==> src/rtl/sdram_port_arbiter.sv <==
// sdram_port_arbiter: shares one SDRAM controller slave port between two
// Avalon-MM masters (m0 = Nios II data path, m1 = accelerator). Round-robin
// grant with a bounded hold count, plus a tag FIFO that steers each returning
// readdatavalid beat back to the master that issued the read.
module sdram_port_arbiter #(
    parameter int ADDR_W    = 25,
    parameter int DATA_W    = 32,
    parameter int TAG_DEPTH = 4,
    parameter int HOLD_MAX  = 4
) (
    input  logic                  clk_clk,
    input  logic                  reset_reset,

    input  logic [ADDR_W-1:0]     m0_address,
    input  logic                  m0_read,
    input  logic                  m0_write,
    input  logic [DATA_W-1:0]     m0_writedata,
    input  logic [DATA_W/8-1:0]   m0_byteenable,
    output logic                  m0_waitrequest,
    output logic [DATA_W-1:0]     m0_readdata,
    output logic                  m0_readdatavalid,

    input  logic [ADDR_W-1:0]     m1_address,
    input  logic                  m1_read,
    input  logic                  m1_write,
    input  logic [DATA_W-1:0]     m1_writedata,
    input  logic [DATA_W/8-1:0]   m1_byteenable,
    output logic                  m1_waitrequest,
    output logic [DATA_W-1:0]     m1_readdata,
    output logic                  m1_readdatavalid,

    output logic [ADDR_W-1:0]     s_address,
    output logic                  s_read,
    output logic                  s_write,
    output logic [DATA_W-1:0]     s_writedata,
    output logic [DATA_W/8-1:0]   s_byteenable,
    input  logic                  s_waitrequest,
    input  logic                  s_readdatavalid,
    input  logic [DATA_W-1:0]     s_readdata,

    output logic                  err_underflow
);

    // Tag FIFO pointers wrap naturally because TAG_DEPTH is a power of two.
    localparam int PTR_W  = (TAG_DEPTH > 1) ? $clog2(TAG_DEPTH) : 1;
    localparam int CNT_W  = $clog2(TAG_DEPTH + 1);
    localparam int HOLD_W = $clog2(HOLD_MAX + 1);

    localparam logic [CNT_W-1:0]  TAG_FULL  = CNT_W'(TAG_DEPTH);
    localparam logic [HOLD_W-1:0] HOLD_LAST = HOLD_W'(HOLD_MAX - 1);
    localparam logic [HOLD_W-1:0] HOLD_SAT  = HOLD_W'(HOLD_MAX);

    typedef enum logic [1:0] {
        IDLE = 2'd0,
        G0   = 2'd1,
        G1   = 2'd2
    } state_t;

    state_t             r_state;
    state_t             w_nextState;
    logic               r_last;
    logic [HOLD_W-1:0]  r_holdCnt;

    logic               r_tagMem [TAG_DEPTH];
    logic [PTR_W-1:0]   r_wrPtr;
    logic [PTR_W-1:0]   r_rdPtr;
    logic [CNT_W-1:0]   r_tagCount;
    logic               r_errUnderflow;

    logic               w_req0;
    logic               w_req1;
    logic               w_tagFull;
    logic               w_tagEmpty;
    logic               w_accept;
    logic               w_push;
    logic               w_pop;
    logic               w_pushId;
    logic               w_headId;
    logic               w_grantChange;

    assign w_req0        = m0_read | m0_write;
    assign w_req1        = m1_read | m1_write;
    assign w_tagFull     = (r_tagCount == TAG_FULL);
    assign w_tagEmpty    = (r_tagCount == '0);
    assign w_accept      = (s_read | s_write) & ~s_waitrequest;
    assign w_push        = s_read & ~s_waitrequest;
    assign w_pop         = s_readdatavalid & ~w_tagEmpty;
    assign w_pushId      = (r_state == G1);
    assign w_headId      = r_tagMem[r_rdPtr];
    assign w_grantChange = (w_nextState != r_state);

    // Grant state register.
    always_ff @(posedge clk_clk) begin
        if (reset_reset) begin
            r_state <= IDLE;
        end else begin
            r_state <= w_nextState;
        end
    end

    // Grant decision; a stalled strobe keeps its master requesting, so the
    // grant cannot move while s_waitrequest holds an active transfer.
    always_comb begin
        w_nextState = r_state;
        case (r_state)
            IDLE: begin
                if (w_req0 && w_req1) begin
                    w_nextState = r_last ? G0 : G1;
                end else if (w_req0) begin
                    w_nextState = G0;
                end else if (w_req1) begin
                    w_nextState = G1;
                end
            end
            G0: begin
                if (!w_req0) begin
                    w_nextState = w_req1 ? G1 : IDLE;
                end else if (w_accept && (r_holdCnt >= HOLD_LAST) && w_req1) begin
                    w_nextState = G1;
                end
            end
            G1: begin
                if (!w_req1) begin
                    w_nextState = w_req0 ? G0 : IDLE;
                end else if (w_accept && (r_holdCnt >= HOLD_LAST) && w_req0) begin
                    w_nextState = G0;
                end
            end
            default: w_nextState = IDLE;
        endcase
    end

    // Slave-side mux and master stalls; a read is held off while the tag FIFO is full.
    always_comb begin
        s_address      = m0_address;
        s_writedata    = m0_writedata;
        s_byteenable   = m0_byteenable;
        s_read         = 1'b0;
        s_write        = 1'b0;
        m0_waitrequest = 1'b1;
        m1_waitrequest = 1'b1;
        case (r_state)
            G0: begin
                s_read         = m0_read & ~w_tagFull;
                s_write        = m0_write;
                m0_waitrequest = s_waitrequest | (m0_read & w_tagFull);
            end
            G1: begin
                s_address      = m1_address;
                s_writedata    = m1_writedata;
                s_byteenable   = m1_byteenable;
                s_read         = m1_read & ~w_tagFull;
                s_write        = m1_write;
                m1_waitrequest = s_waitrequest | (m1_read & w_tagFull);
            end
            default: begin
                s_read  = 1'b0;
                s_write = 1'b0;
            end
        endcase
    end

    // Round-robin history and per-grant transfer count; saturating so an
    // exhausted grant yields on the next accepted transfer once the other master asks.
    always_ff @(posedge clk_clk) begin
        if (reset_reset) begin
            r_last    <= 1'b1;
            r_holdCnt <= '0;
        end else if (w_grantChange) begin
            r_holdCnt <= '0;
            if (w_nextState == G0) begin
                r_last <= 1'b0;
            end else if (w_nextState == G1) begin
                r_last <= 1'b1;
            end
        end else if (w_accept && (r_holdCnt != HOLD_SAT)) begin
            r_holdCnt <= r_holdCnt + 1'b1;
        end
    end

    // Tag FIFO of issuing master IDs for outstanding reads.
    always_ff @(posedge clk_clk) begin
        if (reset_reset) begin
            r_wrPtr    <= '0;
            r_rdPtr    <= '0;
            r_tagCount <= '0;
        end else begin
            if (w_push) begin
                r_tagMem[r_wrPtr] <= w_pushId;
                r_wrPtr           <= r_wrPtr + 1'b1;
            end
            if (w_pop) begin
                r_rdPtr <= r_rdPtr + 1'b1;
            end
            case ({w_push, w_pop})
                2'b10:   r_tagCount <= r_tagCount + 1'b1;
                2'b01:   r_tagCount <= r_tagCount - 1'b1;
                default: r_tagCount <= r_tagCount;
            endcase
        end
    end

    // Sticky flag for a readdatavalid beat that has no owner.
    always_ff @(posedge clk_clk) begin
        if (reset_reset) begin
            r_errUnderflow <= 1'b0;
        end else if (s_readdatavalid && w_tagEmpty) begin
            r_errUnderflow <= 1'b1;
        end
    end

    assign m0_readdata      = s_readdata;
    assign m1_readdata      = s_readdata;
    assign m0_readdatavalid = w_pop & ~w_headId;
    assign m1_readdatavalid = w_pop & w_headId;
    assign err_underflow    = r_errUnderflow;

endmodule

==> config.mk <==
export PLATFORM = sky130hd
export DESIGN_NAME = sdram_port_arbiter
export DESIGN_NICKNAME = d
export VERILOG_FILES = /design/src/rtl/sdram_port_arbiter.sv
export SDC_FILE = /design/constraint.sdc
export NUM_CORES = 1
export LEC_CHECK = 0
export ABC_AREA = 1
export CAP_MARGIN = 20
export CORE_AREA = 2 2 113 115
export DETAILED_ROUTE_END_ITERATION = 6
export DIE_AREA = 0 0 115 117
export GPL_ROUTABILITY_DRIVEN = 0
export SKIP_LAST_GASP = 1
export SLEW_MARGIN = 20
export SYNTH_ARGS = -nofsm -noshare
export SYNTH_HDL_FRONTEND = slang
export SYNTH_SLANG_ARGS = --single-unit
==> constraint.sdc <==
create_clock -name clk_clk -period 3.8 [get_ports clk_clk]
set_clock_uncertainty 0.15 [all_clocks]
set_input_delay 1.14 -clock clk_clk [delete_from_list [all_inputs] [get_ports clk_clk]]
set_output_delay 1.14 -clock clk_clk [all_outputs]
set_load 0.1 [all_outputs]
Word-level counts from Yosys, hierarchy flattened:

Memory sizes are Yosys's and may differ from the RTL's. A register that Yosys moved wholly into a read port is not among the register bits.
Index checks and enable logic that the tools add are counted.
W data, S select, Z words.

* flip-flop bits (word level): 14
* memory bits (writable): 4
* output and inout port bits: 132
* word-level logic and storage cells: 79
* memories kept: 1

* add/sub/neg operators: 5
* magnitude comparators: 1
* equal/unequal tests: 9
* multiplexer cells: 26
* bitwise gates (word level): 18
* reductions and logical operators: 12

Memories
* r_tagMem: depth 4, bits a word 1, read ports 1, clocked after memory_dff 1, wr ports 1, line 64 `logic r_tagMem [TAG_DEPTH];`

Operators by type and width (number)
* $mux W32: 1
* $mux W25: 1
* $mux W2: 11
* $and A1 B1 Y1: 9
* $mux W1: 8
* $add A3 B1 Y3 const B: 2
* $eq A2 B1 Y1 const B: 3
* $eq A2 B2 Y1 const B: 3
* $logic_and A1 B1 Y1: 6
* $pmux W2 S3: 1
* $pmux W3 S2: 1
* $or A1 B1 Y1: 5
* $add A2 B1 Y2 const B: 2
* $mux W4: 1
* $not A1 Y1: 4
* $pmux W1 S2: 2
* $reduce_bool A2 Y1: 2
* $eq A3 B3 Y1 const B: 1
* $ge A3 B2 Y1 const B: 1
* $logic_not A3 Y1: 1
* $ne A3 B3 Y1 const B: 1
* $sub A3 B1 Y3 const B: 1
* $logic_not A2 Y1: 1
* $ne A2 B2 Y1: 1
* other kinds (2): 2

Depth between registers and ports, before layout:

Gate-level depths: netlist (run 1).

* word-level depth: 14
* mapped depth: 18
* gate-level depth less buffers: 18

Least setup slack after synthesis (run 1):

Ideal clock, no wire load.

* kind: input -> output
* start: input s_readdatavalid
* end: output m0_readdatavalid
* data arrival time: 2476 ps
* path slack: 34 ps
* stages: 2
* path buffers: 0
* path through: nand2_1 -> nor2_1

* cells in the longest elaborated chain, start to end: 2

RTL lines
* start, declared: line 38 `input logic s_readdatavalid,`
* $and A1 B1 Y1: line 87 `assign w_pop = s_readdatavalid & ~w_tagEmpty;`
* $and A1 B1 Y1: line 214 `assign m0_readdatavalid = w_pop & ~w_headId;`
* end, declared: line 21 `output logic m0_readdatavalid,`

Every way passes these cells.

Worst setup path after layout (run 1):

* start: input s_waitrequest
* end: output m1_waitrequest

* cells in the longest elaborated chain, start to end: 2

RTL lines
* start, declared: line 37 `input logic s_waitrequest,`
* $or A1 B1 Y1: line 154 `m1_waitrequest = s_waitrequest | (m1_read & w_tagFull);`
* $mux W1: line 142 `case (r_state)`
* end, declared: line 28 `output logic m1_waitrequest,`

Every way passes these cells.

==> flow_summary.ini, run 1 <==
[hold_path]
holdCritPathClass = flip-flop to flip-flop

[finish]
nets = 741
n_fill_cell = 1238
finish.utilization_pct = 40.14
drive_gt1_share_pct = 17.76
diodes = 0
area_growth_pct = 95.25

[sta]
min_period_over_period_pct = 94.46
setup_tns_ns = 0
hold_viol_final = 0
max_slew.worst_pin.slew_ns = 0.4811
fmax_mhz = 278.6
setup_viol = 0
slew_viol_final = 0
finalCriticalPeriod_ns = 3.589
relSlewSlack_pct = 67.93
hold_ws_ns = 0.3116
fin_ws_ns = 0.2105
rsz0062_at_grt = no

[critical_path]
worst_ep_arrival_time_ns = 2.30
worstPathCellList = clkdlybuf4s50_1 > clkinv_1 > nand3_1 > buf_12
path_max_fanout = 7
slowest_delay_ns = 0.49
crit_family = buffers and inverters
critPathBufInv = 3
cp_slowest_cell = clkdlybuf4s50_1
critPathCaptureType = output pin
cp-start-kind = input port
crit_type = input port to output pin
critPathRequiredTime_ns = 2.51

[floorplanning]
core.rowCount = 41
fp.dieH_um = 117
coreArea_um2 = 12310
initial_core_util_pct = 20.56
fp.dieW_um = 115
die-area_um2 = 13460
io_pins = 294

[routing]
viasPerCell = 4.160
drtPass1Iterations = 4
drc_errors = 0
drt-wirelength-per-cell_um = 14.45
ant_nets = 0
drt_iter0_markers = 143
finalWirelength_um = 10300
via_count = 2966

[logic_synthesis]
ys_async_sr_fraction_pct = 0
yosysSeqAreaShare_pct = 17.40
ys_types = 26
synth-main-ff-cell = dfxtp_1
syn_area_per_cell_um2 = 5.805
yosysWarnings = 0
syn_nets = 613
synth_area_um2 = 2531
syn_inst = 436
synth_edf_count = 4
ys_ff_latch = 20

[power]
seq_power_share_pct = 9.3
pwr-share-comb_pct = 83.5
switching_power_mw = 1.760
leakage_nw = 2.300
internal_power_mw = 1.232
ir_worst_vdd_v = 0.0002777
p_sw_share_pct = 58.82
power_density_nw_per_um2 = 605.5
p_clk_share_pct = 7.2
power_mw = 2.993

[clock_network]
cts_buffer_depth = 2
postCtsResizedCells = 0
cts-root-buf = clkbuf_16
clkLatencyLatePin_ns = 0.25
post_cts_buffers = 0
tritoncts = built
clkSlewWorstSetupHoldPaths_ns = 0.05
cts-buffers-inserted = 3
htree_levels = 1
cts_sinks = 20
ctsHoldBuffers = 0

[flow_run]
cap_violations = 0

[place]
port-buffer-count = 197
dp_hpwl_um = 9148
pre_cts_slack_ns = 0.2119

[run_status]
status = finished, final reports clean

[global_route]
antenna_found_initial = 0
grt_max_degree = 45
global_route.usage.met1_pct = 13.82
grt_pass1_wl_um = 14420
met2_usage_pct = 28.94
first_global_vias = 2713
top_usage_layer = met2
overflow = 0
globalRouteMet3Util_pct = 4.428
grt_usage_pct = 14.22
## worst paths after layout
| check | startpoint | end | slack (ns) | cells past startpoint |
|---|---|---|---|---|
| worst max register to register | r_state[0] | r_last | 0.96 | 17 |
| worst min-delay path | err_underflow | err_underflow | 0.31 | 2 |
| worst max-delay path | s_waitrequest | m1_waitrequest | 0.21 | 4 |
| worst min register to register | err_underflow | err_underflow | 0.31 | 2 |
## metrics by stage
step	instances	area, um2
CTS	713	4942
global route	713	4942
floorplan	436	2531
global placement	709	4863
finish	713	4942
detailed placement	709	4863
## layout make-up
class,count,area [um2],share of cell area [%]
flip-flops and latches,20,440.4,8.911
clock inverters,1,3.754,0.07595
repair buffers,200,2675,54.13
well taps,150,187.7,3.797
inverters,36,135.1,2.734
clock buffers,3,75.07,1.519
multi-input cells,303,1425,28.84
## Yosys cell counts (3+ instances only)
cell | n | area share [%]
clkbuf_1 | 12 | 1.8
nand2_1 | 215 | 32
nand2_2 | 7 | 1.7
nand3_1 | 8 | 1.6
o21ai_0 | 7 | 1.4
buf_4 | 65 | 19
edfxtp_1 | 4 | 4.7
a21oi_1 | 13 | 2.6
ha_1 | 14 | 6.9
dfxtp_1 | 16 | 13
inv_2 | 3 | 0.44
nor2_1 | 18 | 2.7
a21oi_2 | 4 | 1.4
inv_1 | 32 | 4.7
## kinds of logic (layout without fill, tap and decap cells)
kind of cell / Yosys count / in the layout / share of synthesized area (%)
simple gates: 261 / 261 / 42.16
buf+inv: 113 / 240 / 26.40
compound gates: 27 / 27 / 6.327
flops: 20 / 20 / 17.40
fa+ha+maj: 15 / 15 / 7.711
## flip-flops by register name, summed over array words and instances, names as in the netlist, named ones only
register,flops
err_underflow,1
r_holdCnt,3
r_last,1
r_rdPtr,2
r_state,2
r_tagCount,3
r_tagMem,4
r_wrPtr,2
## worst reg2reg max path: stages (launching register included)
cell,delay (ns)
dfxtp_1,0.36
inv_1,0.19
ha_2,0.26
buf_4,0.42
nand2_1,0.11
nand2_1,0.09
nand2_2,0.07
nand2_4,0.10
nand4_2,0.09
a21oi_1,0.16
nand2_1,0.11
nand2_2,0.09
inv_1,0.05
ha_1,0.28
inv_1,0.07
nand2_1,0.05
nand2_1,0.05
nand3_1,0.05
## per-layer routing
| layer | wire length (um) | vias up |
|---|---|---|
| met5 | 0 | - |
| met4 | 172 | 0 |
| met3 | 911 | 12 |
| met2 | 5964 | 176 |
| met1 | 3252 | 1267 |
| li1 | - | 1511 |
## layout by cell type, fill, tap and decap left out, types with 8 or more instances in the layout
master and count:
clkdlybuf4s50_1 129, nand2_1 215, a21oi_1 13, nor2_1 18, buf_12 68, inv_1 31, ha_1 13, dfxtp_1 16
nand3_1 8
## power by group through the flow
stage	clock network, mW	registers [mW]	logic [mW]
finish	0.214	0.279	2.50
global route	0.230	0.283	2.62
CTS	0.222	0.279	2.53
detailed placement	0	0.283	2.52
global placement	0	0.280	2.50
floorplan	0	0.293	1.84
No activity file was read; power rests on OpenSTA's default activity.
==> run 2: changes to the inputs <==
--- a/config.mk
+++ b/config.mk
@@ -11,6 +11,7 @@
 export DETAILED_ROUTE_END_ITERATION = 6
 export DIE_AREA = 0 0 115 117
 export GPL_ROUTABILITY_DRIVEN = 0
+export HOLD_SLACK_MARGIN = 0.1
 export SKIP_LAST_GASP = 1
 export SLEW_MARGIN = 20
 export SYNTH_ARGS = -nofsm -noshare
==> results of run 2 <==
No change in the layout: final DEF, timing and power equal those of run 1.
==> run 3: changes to the inputs <==
--- a/config.mk
+++ b/config.mk
@@ -8,6 +8,7 @@
 export ABC_AREA = 1
 export CAP_MARGIN = 20
 export CORE_AREA = 2 2 113 115
+export CTS_BUF_LIST = sky130_fd_sc_hd__clkbuf_4
 export DETAILED_ROUTE_END_ITERATION = 6
 export DIE_AREA = 0 0 115 117
 export GPL_ROUTABILITY_DRIVEN = 0
==> flow_summary.ini, run 3 (synthesis results as in run 1) <==
[finish]
n_fill_cell = 1247
regMostFlops = r_tagMem
mostFrequentLayoutCells = 215 x nand2_1, 129 x clkdlybuf4s50_1, 68 x buf_12, 31 x inv_1, 18 x nor2_1
largest_reg_flops = 4
nets = 741
fin_cells = 713
final_area_um2 = 4890
diodes = 0
area_growth_pct = 93.18
final_common_cell = nand2_1
drive_gt1_share_pct = 17.76
top_regs = r_tagMem (4), r_holdCnt (3), r_tagCount (3)

[hold_path]
holdPathEnd = err_underflow
hp-start = err_underflow
min_path_cells = 2
holdCritPathClass = flip-flop to flip-flop

[floorplanning]
fp.dieH_um = 117
io_pins = 294
fp.dieW_um = 115
coreArea_um2 = 12310
core.rowCount = 41
initial_core_util_pct = 20.56
die-area_um2 = 13460

[critical_path]
r2r_end = r_last
cp-start-kind = input port
worst_ep_arrival_time_ns = 2.31
crit_type = input port to output pin
critPathRequiredTime_ns = 2.51
reg2reg_from = r_state[0]
crit_start = s_waitrequest
path_max_fanout = 7
critPathCaptureType = output pin
rr_worst_depth = 17
r2r_setup_slack_ns = 0.96

[global_route]
grt_max_degree = 45
grt_pass1_wl_um = 14390
antenna_found_initial = 0
overflow = 0
first_global_vias = 2700
grt_usage_pct = 14.10

[place]
dp_hpwl_um = 9148
placedInstanceArea_um2 = 4863
dp.cells = 709
port-buffer-count = 197

[clock_network]
cts-root-buf = clkbuf_4
tritoncts = built
cts_sinks = 20
cts-buffers-inserted = 3
ctsHoldBuffers = 0
clkSlewWorstSetupHoldPaths_ns = 0.11
post_cts_buffers = 0
htree_levels = 1
cts_buffer_depth = 2
postCtsResizedCells = 0
clkLatencyLatePin_ns = 0.29

[sta]
min_period_over_period_pct = 94.72
finalCriticalPeriod_ns = 3.600
rsz0062_at_grt = no
max_slew.worst_pin.slew_ns = 0.4805
slew_viol_final = 0
fmax_mhz = 277.8
hold_viol_final = 0
setup_tns_ns = 0
relSlewSlack_pct = 67.96
setup_viol = 0

[power]
power_density_nw_per_um2 = 588.5
power_mw = 2.878
p_clk_share_pct = 3.4
seq_power_share_pct = 9.7
internal_power_mw = 1.130
switching_power_mw = 1.748
p_sw_share_pct = 60.74
pwr-share-comb_pct = 86.9
leakage_nw = 2.277
ir_worst_vdd_v = 0.0002774

[routing]
drc_errors = 0
drt_iter0_markers = 155
via_count = 2966
finalWirelength_um = 10260
ant_nets = 0
drtPass1Iterations = 4
drt-wirelength-per-cell_um = 14.39
viasPerCell = 4.160

[flow_run]
cap_violations = 0

[run_status]
status = finished, final reports clean
==> run 3: changes by cell type in the layout (fill, tap and decap cells not counted) <==
cell,before,now
clkbuf_4,0,3
clkbuf_16,3,0
==> run 3: area by class of cell <==
cell class	instances	area, um2	area share [%]
repair buffers	200	2675	54.71
multi-input cells	303	1425	29.15
inverters	36	135.1	2.764
flip-flops and latches	20	440.4	9.007
clock buffers	3	22.52	0.4606
clock inverters	1	3.754	0.07677
well taps	150	187.7	3.838
==> run 3: critical path, cell delays in order <==
cell and delay, ns:
clkdlybuf4s50_1 0.49, clkinv_1 0.20, nand3_1 0.27, buf_12 0.21
==> run 3: routing by layer <==
metal  wire length [um]  track usage [%]
met1               3244            13.88
met2               6025            29.22
met3                894            4.274
met4                 96            2.088
met5                  0                0
==> run 3: metrics by stage <==
| stage | utilization [%] | hold WS [ns] | setup WS [ns] |
|---|---|---|---|
| 6_report | 39.72 | 0.3194 | 0.2005 |
| 5_1_grt | 39.72 | 0.3367 | 0.1272 |
| 4_1_cts | 39.72 | 0.3269 | 0.1982 |
| 3_5_place_dp | 39.50 | 0.3032 | 0.2119 |
| 3_3_place_gp | 39.50 | 0.2940 | 0.2297 |
| 2_1_floorplan | - | 0.2787 | 0.03365 |
==> run 3: worst max path at each step <==
stage	endpoint	slack, ns	cells past startpoint
floorplan	m0_readdatavalid	0.03	2
global placement	m1_waitrequest	0.23	4
detailed placement	m1_waitrequest	0.21	4
CTS	m1_waitrequest	0.20	4
global route	m1_waitrequest	0.13	4
finish	m1_waitrequest	0.20	4
==> run 3: power by group through the flow <==
stage               combinational [mW]  sequential [mW]  clock [mW]
floorplan                         1.84            0.293           0
global placement                  2.50            0.280           0
detailed placement                2.52            0.283           0
CTS                               2.53            0.278       0.106
global route                      2.62            0.283       0.114
finish                            2.50            0.278      0.0987
